==> config.mk <==
export PLATFORM = sky130hd
export DESIGN_NAME = image_binarizer_flat
export DESIGN_NICKNAME = d
export VERILOG_FILES = /design/src/rtl/image_binarizer_if.sv /design/src/rtl/image_binarizer.sv /design/src/flat_wrapper.sv
export SDC_FILE = /design/constraint.sdc
export NUM_CORES = 1
export LEC_CHECK = 0
export ABC_AREA = 1
export CAP_MARGIN = 10
export CELL_PAD_IN_SITES_DETAIL_PLACEMENT = 2
export CELL_PAD_IN_SITES_GLOBAL_PLACEMENT = 2
export CORE_AREA = 2 2 106 108
export DETAILED_ROUTE_END_ITERATION = 8
export DIE_AREA = 0 0 108 110
export MAX_ROUTING_LAYER = met4
export PLACE_DENSITY = 0.85
export SLEW_MARGIN = 20
export SYNTH_ARGS = -nofsm -noshare
export SYNTH_HDL_FRONTEND = slang
export SYNTH_SLANG_ARGS = --single-unit
==> constraint.sdc <==
create_clock -name clock -period 2.1 [get_ports clock]
set_input_delay 0.42 -clock clock [delete_from_list [all_inputs] [get_ports clock]]
set_output_delay 0.42 -clock clock [all_outputs]
set_load 0.005 [all_outputs]
==> src/rtl/image_binarizer_if.sv <==
// image_binarizer_if: image-buffer read port plus packed-word valid/ready stream
interface image_binarizer_if #(
  parameter int PIXEL_WIDTH = 12,
  parameter int ADDR_WIDTH  = 14,
  parameter int PACK_WIDTH  = 8
);
  logic                   readEnable;
  logic [ADDR_WIDTH-1:0]  readAddr;
  logic [PIXEL_WIDTH-1:0] readData;
  logic                   outValid;
  logic                   outReady;
  logic [PACK_WIDTH-1:0]  outData;
  modport master (output readEnable, readAddr, outValid, outData, input readData, outReady);
  modport slave  (input readEnable, readAddr, outValid, outData, output readData, outReady);
endinterface

==> src/rtl/image_binarizer.sv <==
// image_binarizer: thresholds a buffered frame and streams MSB-first packed bits; BINARIZER_WHITE_COUNT_EN adds whiteCount
module image_binarizer #(
  parameter int PIXEL_WIDTH = 12,
  parameter int ADDR_WIDTH  = 14,
  parameter int PIXEL_COUNT = 9600,
  parameter int PACK_WIDTH  = 8
) (
  input  logic                   clock,
  input  logic                   reset,
  input  logic                   start,
  input  logic [PIXEL_WIDTH-1:0] threshold,
  output logic                   busy,
  output logic                   done,
`ifdef BINARIZER_WHITE_COUNT_EN
  output logic [ADDR_WIDTH:0]    whiteCount,
`endif
  image_binarizer_if.master      bus
);
  localparam int CW = $clog2(PACK_WIDTH);
  localparam logic [ADDR_WIDTH:0] LAST_IDX = (ADDR_WIDTH+1)'(PIXEL_COUNT - 1);
  localparam logic [ADDR_WIDTH:0] TOTAL    = (ADDR_WIDTH+1)'(PIXEL_COUNT);
  localparam logic [CW-1:0]       LAST_BIT = CW'(PACK_WIDTH - 1);
  typedef enum logic [2:0] {IDLE, FETCH, LATCH, EMIT, FINISH} state_t;
  state_t                 state, state_nx;
  logic [PIXEL_WIDTH-1:0] thr_reg;
  logic [ADDR_WIDTH:0]    pixel_idx;
  logic [CW-1:0]          bit_cnt;
  logic [PACK_WIDTH-1:0]  pack_reg, shifted;
  logic [ADDR_WIDTH-1:0]  addr_hold;
  logic                   pix_bit, word_end, accept, hs;
  assign pix_bit  = bus.readData >= thr_reg;
  assign word_end = bit_cnt == LAST_BIT || pixel_idx == LAST_IDX;
  assign accept   = state == IDLE && start;
  assign hs       = state == EMIT && bus.outReady;
  assign shifted  = {pack_reg[PACK_WIDTH-2:0], pix_bit};
  assign busy           = state != IDLE;
  assign done           = state == FINISH;
  assign bus.readEnable = state == FETCH;
  assign bus.readAddr   = state == FETCH ? pixel_idx[ADDR_WIDTH-1:0] : addr_hold;
  assign bus.outValid   = state == EMIT;
  assign bus.outData    = pack_reg;
  // state register
  always_ff @(posedge clock) begin
    if (reset) state <= IDLE;
    else state <= state_nx;
  end
  // next-state selection
  always_comb begin
    state_nx = state;
    case (state)
      IDLE:    state_nx = start ? FETCH : IDLE;
      FETCH:   state_nx = LATCH;
      LATCH:   state_nx = word_end ? EMIT : FETCH;
      EMIT:    state_nx = !bus.outReady ? EMIT : pixel_idx == TOTAL ? FINISH : FETCH;
      default: state_nx = IDLE;
    endcase
  end
  // frame datapath: threshold capture, pixel/bit counters and the packing shifter
  always_ff @(posedge clock) begin
    if (reset) begin
      thr_reg   <= '0;
      pixel_idx <= '0;
      bit_cnt   <= '0;
      pack_reg  <= '0;
      addr_hold <= '0;
    end else begin
      if (accept) begin
        thr_reg   <= threshold;
        pixel_idx <= '0;
        bit_cnt   <= '0;
        pack_reg  <= '0;
      end
      if (state == FETCH) addr_hold <= pixel_idx[ADDR_WIDTH-1:0];
      if (state == LATCH) begin
        pack_reg  <= word_end ? shifted << (LAST_BIT - bit_cnt) : shifted;
        pixel_idx <= pixel_idx + 1'b1;
        bit_cnt   <= bit_cnt + 1'b1;
      end
      if (hs) begin
        bit_cnt  <= '0;
        pack_reg <= '0;
      end
    end
  end
`ifdef BINARIZER_WHITE_COUNT_EN
  // count of pixels at or above the threshold in the current frame
  always_ff @(posedge clock) begin
    if (reset || accept) whiteCount <= '0;
    else if (state == LATCH && pix_bit) whiteCount <= whiteCount + 1'b1;
  end
`endif
endmodule

==> src/flat_wrapper.sv <==
// flat-port wrapper written by rule: the top's interface ports become plain ports
module image_binarizer_flat 
#(
  parameter int PIXEL_WIDTH = 12,
  parameter int ADDR_WIDTH  = 14,
  parameter int PIXEL_COUNT = 9600,
  parameter int PACK_WIDTH  = 8
)
  (clock, reset, start, threshold, busy, done, bus_readEnable, bus_readAddr, bus_outValid, bus_outData, bus_readData, bus_outReady);
  image_binarizer_if #(.PIXEL_WIDTH(PIXEL_WIDTH), .ADDR_WIDTH(ADDR_WIDTH), .PACK_WIDTH(PACK_WIDTH)) bus_i ();
  input  logic clock;
  input  logic reset;
  input  logic start;
  input  logic [PIXEL_WIDTH-1:0] threshold;
  output logic busy;
  output logic done;
  output wire logic [$bits(bus_i.readEnable)-1:0] bus_readEnable;
  output wire logic [$bits(bus_i.readAddr)-1:0] bus_readAddr;
  output wire logic [$bits(bus_i.outValid)-1:0] bus_outValid;
  output wire logic [$bits(bus_i.outData)-1:0] bus_outData;
  input wire logic [$bits(bus_i.readData)-1:0] bus_readData;
  input wire logic [$bits(bus_i.outReady)-1:0] bus_outReady;
  assign bus_readEnable = bus_i.readEnable;
  assign bus_readAddr = bus_i.readAddr;
  assign bus_outValid = bus_i.outValid;
  assign bus_outData = bus_i.outData;
  assign bus_i.readData = bus_readData;
  assign bus_i.outReady = bus_outReady;
  image_binarizer #(.PIXEL_WIDTH(PIXEL_WIDTH), .ADDR_WIDTH(ADDR_WIDTH), .PIXEL_COUNT(PIXEL_COUNT), .PACK_WIDTH(PACK_WIDTH)) u_core (.clock(clock), .reset(reset), .start(start), .threshold(threshold), .busy(busy), .done(done), .bus(bus_i));
endmodule
-- Yosys cells after proc, flatten, opt, wreduce, memory -nomap -nowiden
Cells that the tools add are included.
- reduce and logical (&&, ||, !) cells: 7
- order comparisons: 1
- add/subtract/negate cells: 3
- shift-type cells: 1
- multiplexer cells: 13
- eq/ne operators: 7
- operator list (operator ; number):
    $eq 15x14->1 const B ; 2
    $mux 15 ; 2
    $mux 8 ; 3
    $add 15x1->15 const B ; 1
    $mux 14 ; 1
    $ge 12x12->1 ; 1
    $mux 3 ; 4
    $pmux 3 s4 ; 1
    $shl 8x3->8 ; 1
    $eq 3x2->1 const B ; 2
    $eq 3x3->1 const B ; 2
    $add 3x1->3 const B ; 1
    $eq 3x1->1 const B ; 1
    $logic_not 3->1 ; 1
    $reduce_bool 3->1 ; 1
    $sub 3x3->3 const A ; 1
    $logic_and 1x1->1 ; 2
    $mux 2 ; 1
    $reduce_bool 2->1 ; 1
    $reduce_or 2->1 ; 1
    $logic_or 1x1->1 ; 1
    $mux 1 ; 1
- input port bits: 28
- output and inout bits: 26
- word-level logic and storage cells: 38
- register bits: 55

-- Longest topological paths before layout
Gate-level depths: netlist of the first run.
- depth in word-level cells: 4
- gate-level depth with buffers: 15
- gate-level depth less buffers: 15

-- Worst setup path before layout of the first run
OpenSTA, ideal clock, no wires.
- path kind: input-to-reg
- start point: in bus_readData[11]
- end point: reg u_core.pack_reg[0] (netlist: u_core.bus.outData[0])
- required time: 2030 ps
- path buffers: 0
- library setup time: 70 ps
- path slack: 444 ps
- cell stages on the path: 13
- data arrival time: 1587 ps
- cells stage by stage: ha_1 nand2_1 nor2_1 nand2_1 nor2_1 nand2_1 nand2_1 nand2_1 nor2_1 nand2_1 nand2_1 nand3_1 a21oi_1
- word-level cells in the longest chain between the ends: 4
- ends and longest elaborated chain (item ; RTL line ; source):
    start, declared ; flat_wrapper.sv:21 ; input wire logic [$bits(bus_i.readData)-1:0] bus_readData;
    $ge 12x12->1 * ; image_binarizer.sv:31 ; assign pix_bit = bus.readData >= thr_reg;
    $shl 8x3->8 ; image_binarizer.sv:75 ; pack_reg <= word_end ? shifted << (LAST_BIT - bit_cnt) : shifted;
    $mux 8 * ; image_binarizer.sv:75 ;
    $mux 8 * ; image_binarizer.sv:74 ; if (state == LATCH) begin
    end signal, assigned ; image_binarizer.sv:75 ;
    end, declared ; image_binarizer.sv:28 ; logic [PACK_WIDTH-1:0] pack_reg, shifted;
Every way passes the cells marked *; elsewhere a longest branch is shown, timed or not.
A chain may end at the register's enable or synchronous reset.

-- Worst setup path after layout of the first run
- start point: reg u_core.state[2]
- end point: out bus_outValid
- word-level cells in the longest chain between the ends: 1
- ends and longest elaborated chain (item ; RTL line ; source):
    start, declared ; image_binarizer.sv:24 ; state_t state, state_nx;
    start signal, assigned ; image_binarizer.sv:45 ; else state <= state_nx;
    $eq 3x2->1 ; image_binarizer.sv:40 ; assign bus.outValid = state == EMIT;
    end, declared ; flat_wrapper.sv:19 ; output wire logic [$bits(bus_i.outValid)-1:0] bus_outValid;
No other way between the ends.

==> results of run 1 <==
-- report_power, final --
group | internal (mW) | switching (mW) | total, mW
Sequential | 1.09 | 0.0167 | 1.11
Clock | 0.225 | 0.369 | 0.594
Combinational | 0.286 | 0.331 | 0.617
-- what timing repair did --
action                                  4_1_cts  5_1_grt
endpoints found under the setup margin       17       25
buffers inserted                              2        5
gates resized for setup                      56       45
gates cloned                                  2        0
pin swaps                                     0       11
-- cell type report --
class                   count  area, um^2  share of cell area (%)
multi-input cells         290        1740                    42.6
flip-flops and latches     55        1100                    27.1
repair buffers             81         722                    17.7
inverters                  69         264                    6.48
well taps                 140         175                    4.30
clock buffers               6        72.6                    1.78
-- routing by layer --
metal	vias to the layer above	GRT usage (%)	routed length, um
met2	43	34.4	5750
met4	0	5.04	199
met3	14	2.47	264
met5	-	-	0
met1	1563	22.2	4810
li1	1555	-	-
-- Yosys cell counts, types with 2 or more instances --
library cell               number  area (um^2)
sky130_fd_sc_hd__a211oi_1      20          150
sky130_fd_sc_hd__a21oi_1       50          250
sky130_fd_sc_hd__a221oi_1       5         43.8
sky130_fd_sc_hd__a22oi_1        2         15.0
sky130_fd_sc_hd__a31oi_1        2         12.5
sky130_fd_sc_hd__buf_2          9         45.0
sky130_fd_sc_hd__clkbuf_1       8         30.0
sky130_fd_sc_hd__dfxtp_1       55         1100
sky130_fd_sc_hd__ha_1          16          200
sky130_fd_sc_hd__inv_1         66          248
sky130_fd_sc_hd__inv_2          2         7.51
sky130_fd_sc_hd__nand2_1       88          330
sky130_fd_sc_hd__nand3_1       16         80.1
sky130_fd_sc_hd__nand4_1        4         25.0
sky130_fd_sc_hd__nor2_1        23         86.3
sky130_fd_sc_hd__nor2_4         2         22.5
sky130_fd_sc_hd__nor3_1         5         25.0
sky130_fd_sc_hd__nor3_2         3         30.0
sky130_fd_sc_hd__o21ai_0       28          140
sky130_fd_sc_hd__or2_2         16          100
-- through the flow --
step / instance area, um^2 / power, mW
finish: 4070 / 2.32
global route: 4070 / 2.45
CTS: 3980 / 2.29
detailed placement: 3830 / 1.68
global placement: 3830 / 1.65
floorplan: 3060 / 1.41
-- path summary, 6_finish.rpt --
check	start	end	slack, ps	cells past startpoint
worst min-delay path	u_core.thr_reg[1]	u_core.thr_reg[1]	470	2
worst min register to register	u_core.thr_reg[1]	u_core.thr_reg[1]	470	2
worst max register to register	u_core.pixel_idx[1]	u_core.bus.outData[2]	240	11
worst max-delay path	u_core.state[2]	bus_outValid	50	4
-- cells in the final DEF, fill, tap and decap left out, drive strengths merged --
cell	netlist	layout
a31oi	2	2
nand2	90	90
a21oi	51	51
nor2	26	26
a221oi	5	5
a211oi	20	20
ha	16	16
clkdlybuf4s50	0	38
nor3	9	9
dfxtp	55	55
nor3b	1	1
or2	16	16
clkbuf	9	14
a22oi	2	2
o21ai	28	28
dlygate4sd2	0	1
nand3	17	17
inv	69	69
nand4	4	4
o22ai	1	1
buf	10	34
a311oi	1	1
or3	1	1
-- cell families after synthesis --
| kind of cell | after synthesis | synth area share, % |
|---|---|---|
| buf+inv | 88 | 11.5 |
| flops | 55 | 36.0 |
| compound gates | 110 | 21.0 |
| simple gates | 164 | 24.9 |
| fa+ha+maj | 16 | 6.54 |
-- critical path, cell delays in order, from the launching register on --
cell and delay (ps):
sky130_fd_sc_hd__dfxtp_2 350, sky130_fd_sc_hd__buf_4 150, sky130_fd_sc_hd__nor3_2 170, sky130_fd_sc_hd__buf_4 140
sky130_fd_sc_hd__clkdlybuf4s50_1 490
==> reports/qor.json, run 1 <==
{
  "outcome": "finished clean",
  "synthesis.area_um2": 3060,
  "synth_top_flop_cell": "sky130_fd_sc_hd__dfxtp_1",
  "worst_pin_slew_ps": 539,
  "ir_worst_vdd_uv": 197,
  "areaGrowthSynthToFinish_pct": 33.1,
  "period_share_pct": 97.6,
  "timing.critical_path.arrival_ps": 1630,
  "rows": 38,
  "detail_route.wl_per_cell_um": 17.2,
  "post_route_cells_drive_above_1_share_pct": 24.0,
  "endpoints_failing_hold": 0,
  "chipHeight_um": 110,
  "maximum_number_of_pins_on_one_net_before_global_route_repair": 29,
  "seq_area_frac_synth_pct": 36.0,
  "clk_pin_slew_ps": 110,
  "placed_cells": 626,
  "max_slew_margin_pct": 64.0,
  "clock_insertion_delay_worst_skew_ps": 320,
  "crit_path_class": "flip-flop to output port",
  "largest_register_ff_count": 15,
  "io_buffers": 53,
  "filler_cell_count": 1245,
  "setup.worst_path.start_class": "flip-flop",
  "gr_usage_total_pct": 19.0,
  "cts_buffers": 5,
  "die-area_um2": 11900,
  "hold_fix_buffers_cts": 0,
  "power-per-cell-area_nw_per_um2": 570,
  "detailedRoute.firstPassIterationCount": 4,
  "final.setup.tns_ps": 0,
  "syn_nets": 477,
  "initial_utilization_pct": 28.6,
  "grt_pass1_wl_um": 17400,
  "crit_path_max_fanout": 3,
  "gpl.final_weighted_congestion": 0.873,
  "grt_overflow": 0,
  "critPathCaptureType": "output port",
  "final_net_count": 546,
  "routed_wl_um": 11000,
  "antenna_found_initial": 0,
  "drv_cap": 0,
  "ios": 54,
  "postLayoutCoreUtil_pct": 38.1,
  "postSynth.asyncResetShare_pct": 0,
  "worst_slack_ps": 49.9,
  "vias": 3175,
  "tritoncts_num_sinks": 55,
  "min_path_type": "flip-flop to flip-flop",
  "drt_drc_violations_left": 0,
  "die-width_um": 108,
  "setup-violations-final": 0,
  "ant_nets": 0,
  "root_buffer": "sky130_fd_sc_hd__clkbuf_8",
  "route.detailed.vias_per_inst": 4.95,
  "synth_enable_flop_cells": 0,
  "grt_pass1_vias": 3519,
  "max_fclk_mhz": 488,
  "post_synth_inst_count": 433,
  "yosysWarningCount": 0,
  "fp.coreArea_um2": 10700,
  "grt_setup_unrepaired": "yes",
  "fin_cells": 641,
  "clockBufferDepth": 2,
  "critPathRequiredTime_ps": 1680,
  "num_antenna_cells": 0,
  "final-max-slew-violation-count": 0,
  "layout_skew_ps": 15.0,
  "postSynthAreaPerCell_um2": 7.07,
  "htree_num_levels": 2,
  "timing.final.crit_period_ps": 2050,
  "dp_hpwl_um": 7510,
  "static-leakage-power_nw": 1.61,
  "clock_tree_from_tritoncts": "built",
  "yosys.cell_types.count": 33,
  "number_of_drc_markers_in_iteration_0": 115,
  "pre_cts_setup_slack_ps": -360,
  "fin_hold_ws_ps": 467,
  "post_synthesis_register_bit_count": 55
}
Note: power is estimated with default switching activity, not from simulation.
==> run 2, diff against run 1 <==
Settings changed: CORE_AREA 2 2 106 108 to 2 2 144 90, DIE_AREA 0 0 108 110 to 0 0 146 92, PLACE_DENSITY 0.85 to 0.8.
Clock period 2.1 ns to 1.7 ns, I/O delays scaled along.
==> reports/qor.json, run 2 (synthesis gave the netlist of run 1 again) <==
{
  "outcome": {"value": "complete, but fails checks", "change": "was finished clean"},
  "failed_checks": "negative setup slack",
  "critPathCaptureType": {"value": "flip-flop", "change": "was output port"},
  "static-leakage-power": {"value": 2.16, "unit": "nW", "change": "was 1.61 nW"},
  "clockBufferDepth": {"value": 2, "change": "unchanged"},
  "detail_route.wl_per_cell": {"value": 23.1, "unit": "um", "change": "was 17.2 um"},
  "crit_path_top_delay_cell": {"value": "sky130_fd_sc_hd__dfxtp_1", "change": "was sky130_fd_sc_hd__clkdlybuf4s50_1"},
  "crit_top_cell": {"value": "sky130_fd_sc_hd__nand2_1", "change": "was sky130_fd_sc_hd__buf_4"},
  "placed_cells": {"value": 693, "change": "was 626"},
  "ios": {"value": 54, "change": "unchanged"},
  "areaGrowthSynthToFinish": {"value": 71.4, "unit": "%", "change": "was 33.1%"},
  "power.share.combinational": {"value": 31.7, "unit": "%", "change": "was 26.6%"},
  "commonest_non_fill_non_tap_cell_in_the_layout": {"value": "sky130_fd_sc_hd__buf_4", "change": "was sky130_fd_sc_hd__nand2_1"},
  "layout_skew": {"value": 13.5, "unit": "ps", "change": "was 15.0 ps"},
  "final_net_count": {"value": 625, "change": "was 546"},
  "die-width": {"value": 146, "unit": "um", "change": "was 108 um"},
  "filler_cell_count": {"value": 1386, "change": "was 1245"},
  "fp.coreArea": {"value": 12300, "unit": "um^2", "change": "was 10700 um^2"},
  "tritoncts_num_sinks": {"value": 55, "change": "unchanged"},
  "timing.final.crit_period_ps": 2130,
  "io_buffers": {"value": 53, "change": "unchanged"},
  "timing.reg2reg.worst_path_depth": {"value": 9, "change": "was 11"},
  "ir_worst_vdd": {"value": 379, "unit": "uV", "change": "was 197 uV"},
  "gpl.final_weighted_congestion": {"value": 0.800, "change": "was 0.873"},
  "final.setup.tns": {"value": -5980, "unit": "ps", "change": "was 0 ps"},
  "cts_buffers": {"value": 5, "change": "unchanged"},
  "worst_pin_slew": {"value": 410, "unit": "ps", "change": "was 539 ps"},
  "max_slew_margin": {"value": 72.4, "unit": "%", "change": "was 64.0%"},
  "num_antenna_cells": {"value": 0, "change": "unchanged"},
  "setup.worst_path.start_class": {"value": "flip-flop", "change": "unchanged"},
  "grt_pass1_wl": {"value": 21300, "unit": "um", "change": "was 17400 um"},
  "pre_cts_setup_slack": {"value": -643, "unit": "ps", "change": "was -360 ps"},
  "critical_path.cell_chain": {"value": "buf_4 > inv_1 > o21ai_0 > nand2_1 > o21ai_0 > a21oi_1 > nand2_1 > nand2_1 > a21oi_2", "change": "was buf_4 > nor3_2 > buf_4 > clkdlybuf4s50_1"},
  "largest_register_ff_count": {"value": 15, "change": "unchanged"},
  "grt_pass1_vias": {"value": 3910, "change": "was 3519"},
  "drt_drc_violations_left": {"value": 0, "change": "unchanged"},
  "crit_path_max_fanout": {"value": 12, "change": "was 3"},
  "chipHeight": {"value": 92, "unit": "um", "change": "was 110 um"},
  "grt_setup_unrepaired": {"value": "yes", "change": "unchanged"},
  "post_route_cells_drive_above_1_share": {"value": 46.2, "unit": "%", "change": "was 24.0%"},
  "area.sequential": {"value": 1120, "unit": "um^2", "change": "was 1100 um^2"},
  "final_cell_mix": {"value": "sky130_fd_sc_hd__buf_4, sky130_fd_sc_hd__nand2_1, sky130_fd_sc_hd__dfxtp_1", "change": "was sky130_fd_sc_hd__nand2_1, sky130_fd_sc_hd__inv_1, sky130_fd_sc_hd__dfxtp_1"},
  "clock_tree_from_tritoncts": {"value": "built", "change": "unchanged"},
  "dp_hpwl": {"value": 8720, "unit": "um", "change": "was 7510 um"},
  "vias": {"value": 3792, "change": "was 3175"},
  "cell_internal_pwr": {"value": 2.54, "unit": "mW", "change": "was 1.60 mW"},
  "grt_overflow": {"value": 0, "change": "unchanged"},
  "critPathRequiredTime": {"value": 1950, "unit": "ps", "change": "was 1680 ps"},
  "total_power": {"value": 3.74, "unit": "mW", "change": "was 2.32 mW"},
  "maximum_number_of_pins_on_one_net_before_global_route_repair": {"value": 29, "change": "unchanged"},
  "worst_slack": {"value": -431, "unit": "ps", "change": "was 49.9 ps"},
  "crit_path_class": {"value": "flip-flop to flip-flop", "change": "was flip-flop to output port"},
  "routed_wl": {"value": 17400, "unit": "um", "change": "was 11000 um"},
  "root_buffer": {"value": "sky130_fd_sc_hd__clkbuf_16", "change": "was sky130_fd_sc_hd__clkbuf_8"},
  "multiInputGateArea": {"value": 2090, "unit": "um^2", "change": "was 1740 um^2"},
  "route.detailed.vias_per_inst": {"value": 5.04, "change": "was 4.95"},
  "min_path_cells": {"value": 2, "change": "unchanged"},
  "die-area": {"value": 13400, "unit": "um^2", "change": "was 11900 um^2"},
  "fin_hold_ws": {"value": 471, "unit": "ps", "change": "was 467 ps"},
  "postLayoutCoreUtil": {"value": 42.5, "unit": "%", "change": "was 38.1%"},
  "rows": {"value": 32, "change": "was 38"},
  "final-max-slew-violation-count": {"value": 0, "change": "unchanged"},
  "number_of_drc_markers_in_iteration_0": {"value": 173, "change": "was 115"},
  "fin_cells": {"value": 752, "change": "was 641"},
  "period_share_pct": 125,
  "cpPeakStageDelay": {"value": 410, "unit": "ps", "change": "was 490 ps"},
  "gr_usage_total": {"value": 20.9, "unit": "%", "change": "was 19.0%"},
  "timing.critical_path.arrival": {"value": 2380, "unit": "ps", "change": "was 1630 ps"},
  "antenna_found_initial": {"value": 0, "change": "unchanged"},
  "power-per-cell-area": {"value": 714, "unit": "nW/um^2", "change": "was 570 nW/um^2"},
  "drv_cap": {"value": 0, "change": "unchanged"},
  "power.share.sequential": {"value": 37.0, "unit": "%", "change": "was 47.8%"},
  "min_path_type": {"value": "flip-flop to flip-flop", "change": "unchanged"},
  "post_route_cell_area": {"value": 5250, "unit": "um^2", "change": "was 4070 um^2"},
  "initial_utilization": {"value": 24.8, "unit": "%", "change": "was 28.6%"},
  "endpoints_failing_hold": {"value": 0, "change": "unchanged"},
  "htree_num_levels": {"value": 2, "change": "unchanged"},
  "ant_nets": {"value": 0, "change": "unchanged"},
  "clk_pin_slew": {"value": 80, "unit": "ps", "change": "was 110 ps"},
  "max_fclk_mhz": 469,
  "setup-violations-final": {"value": 33, "change": "was 0"},
  "hold_fix_buffers_cts": {"value": 0, "change": "unchanged"},
  "placedInstanceArea": {"value": 4150, "unit": "um^2", "change": "was 3830 um^2"},
  "total_switching_power": {"value": 1.20, "unit": "mW", "change": "was 0.717 mW"},
  "clock_insertion_delay_worst_skew": {"value": 320, "unit": "ps", "change": "about the same"},
  "swShare": {"value": 32.2, "unit": "%", "change": "was 30.9%"},
  "power.clock.fraction": {"value": 31.3, "unit": "%", "change": "was 25.6%"},
  "detailedRoute.firstPassIterationCount": {"value": 4, "change": "unchanged"}
}
==> run 2: cell count changes in the layout (fill, tap and decap cells not counted), sizes merged <==
cell and change:
clkdlybuf4s15 +1, clkbuf -7, dlygate4sd2 +7, clkdlybuf4s50 -10, bufbuf +1, buf +88, clkinv +1
==> run 2: worst max-delay path: cells and delay by family, from the launching register on <==
family | cells | cell delay [ps]
AOI/OAI and AO/OA | 4 | 890
buffers and inverters | 2 | 450
DFF | 1 | 410
and+or+nand+nor | 3 | 330
==> run 2: area by class of cell <==
class	instances	area share, %
Multi-Input combinational cell	290	39.9
Timing Repair Buffer	160	26.6
Sequential cell	55	21.3
Inverter	69	5.27
Tap cell	170	4.06
Clock buffer	7	2.72
Clock inverter	1	0.167
==> run 2: power groups by stage <==
stage	sequential (mW)	clock, mW	combinational (mW)
after floorplan	1.39	0	0.353
after global placement	1.39	0	0.721
after detailed placement	1.40	0	0.772
after CTS	1.38	1.15	0.967
after global routing	1.39	1.24	1.28
final	1.38	1.17	1.19
==> run 2: per-layer routing <==
| layer | GRT usage (%) | vias to the layer above | routed length (um) |
|---|---|---|---|
| li1 | - | 1727 | - |
| met1 | 25.1 | 1908 | 7460 |
| met2 | 37.4 | 119 | 8750 |
| met3 | 3.53 | 38 | 721 |
| met4 | 3.80 | 0 | 454 |
| met5 | - | - | 0 |
==> run 2: path summary, 6_finish.rpt <==
| check | to | slack (ps) | start |
|---|---|---|---|
| worst max-delay path | u_core.bus.outData[4] | -430 | u_core.bit_cnt[0] |
| worst max register to register | u_core.bus.outData[4] | -430 | u_core.bit_cnt[0] |
| worst min register to register | u_core.thr_reg[3] | 470 | u_core.thr_reg[3] |
| worst min-delay path | u_core.thr_reg[3] | 470 | u_core.thr_reg[3] |
==> run 2: timing repair <==
item,in CTS,in global routing
gates cloned,2,0
endpoints found under the setup margin,35,38
endpoints found under the hold margin,0,0
resized for setup,164,83
setup buffers,24,26
pin swaps,34,39
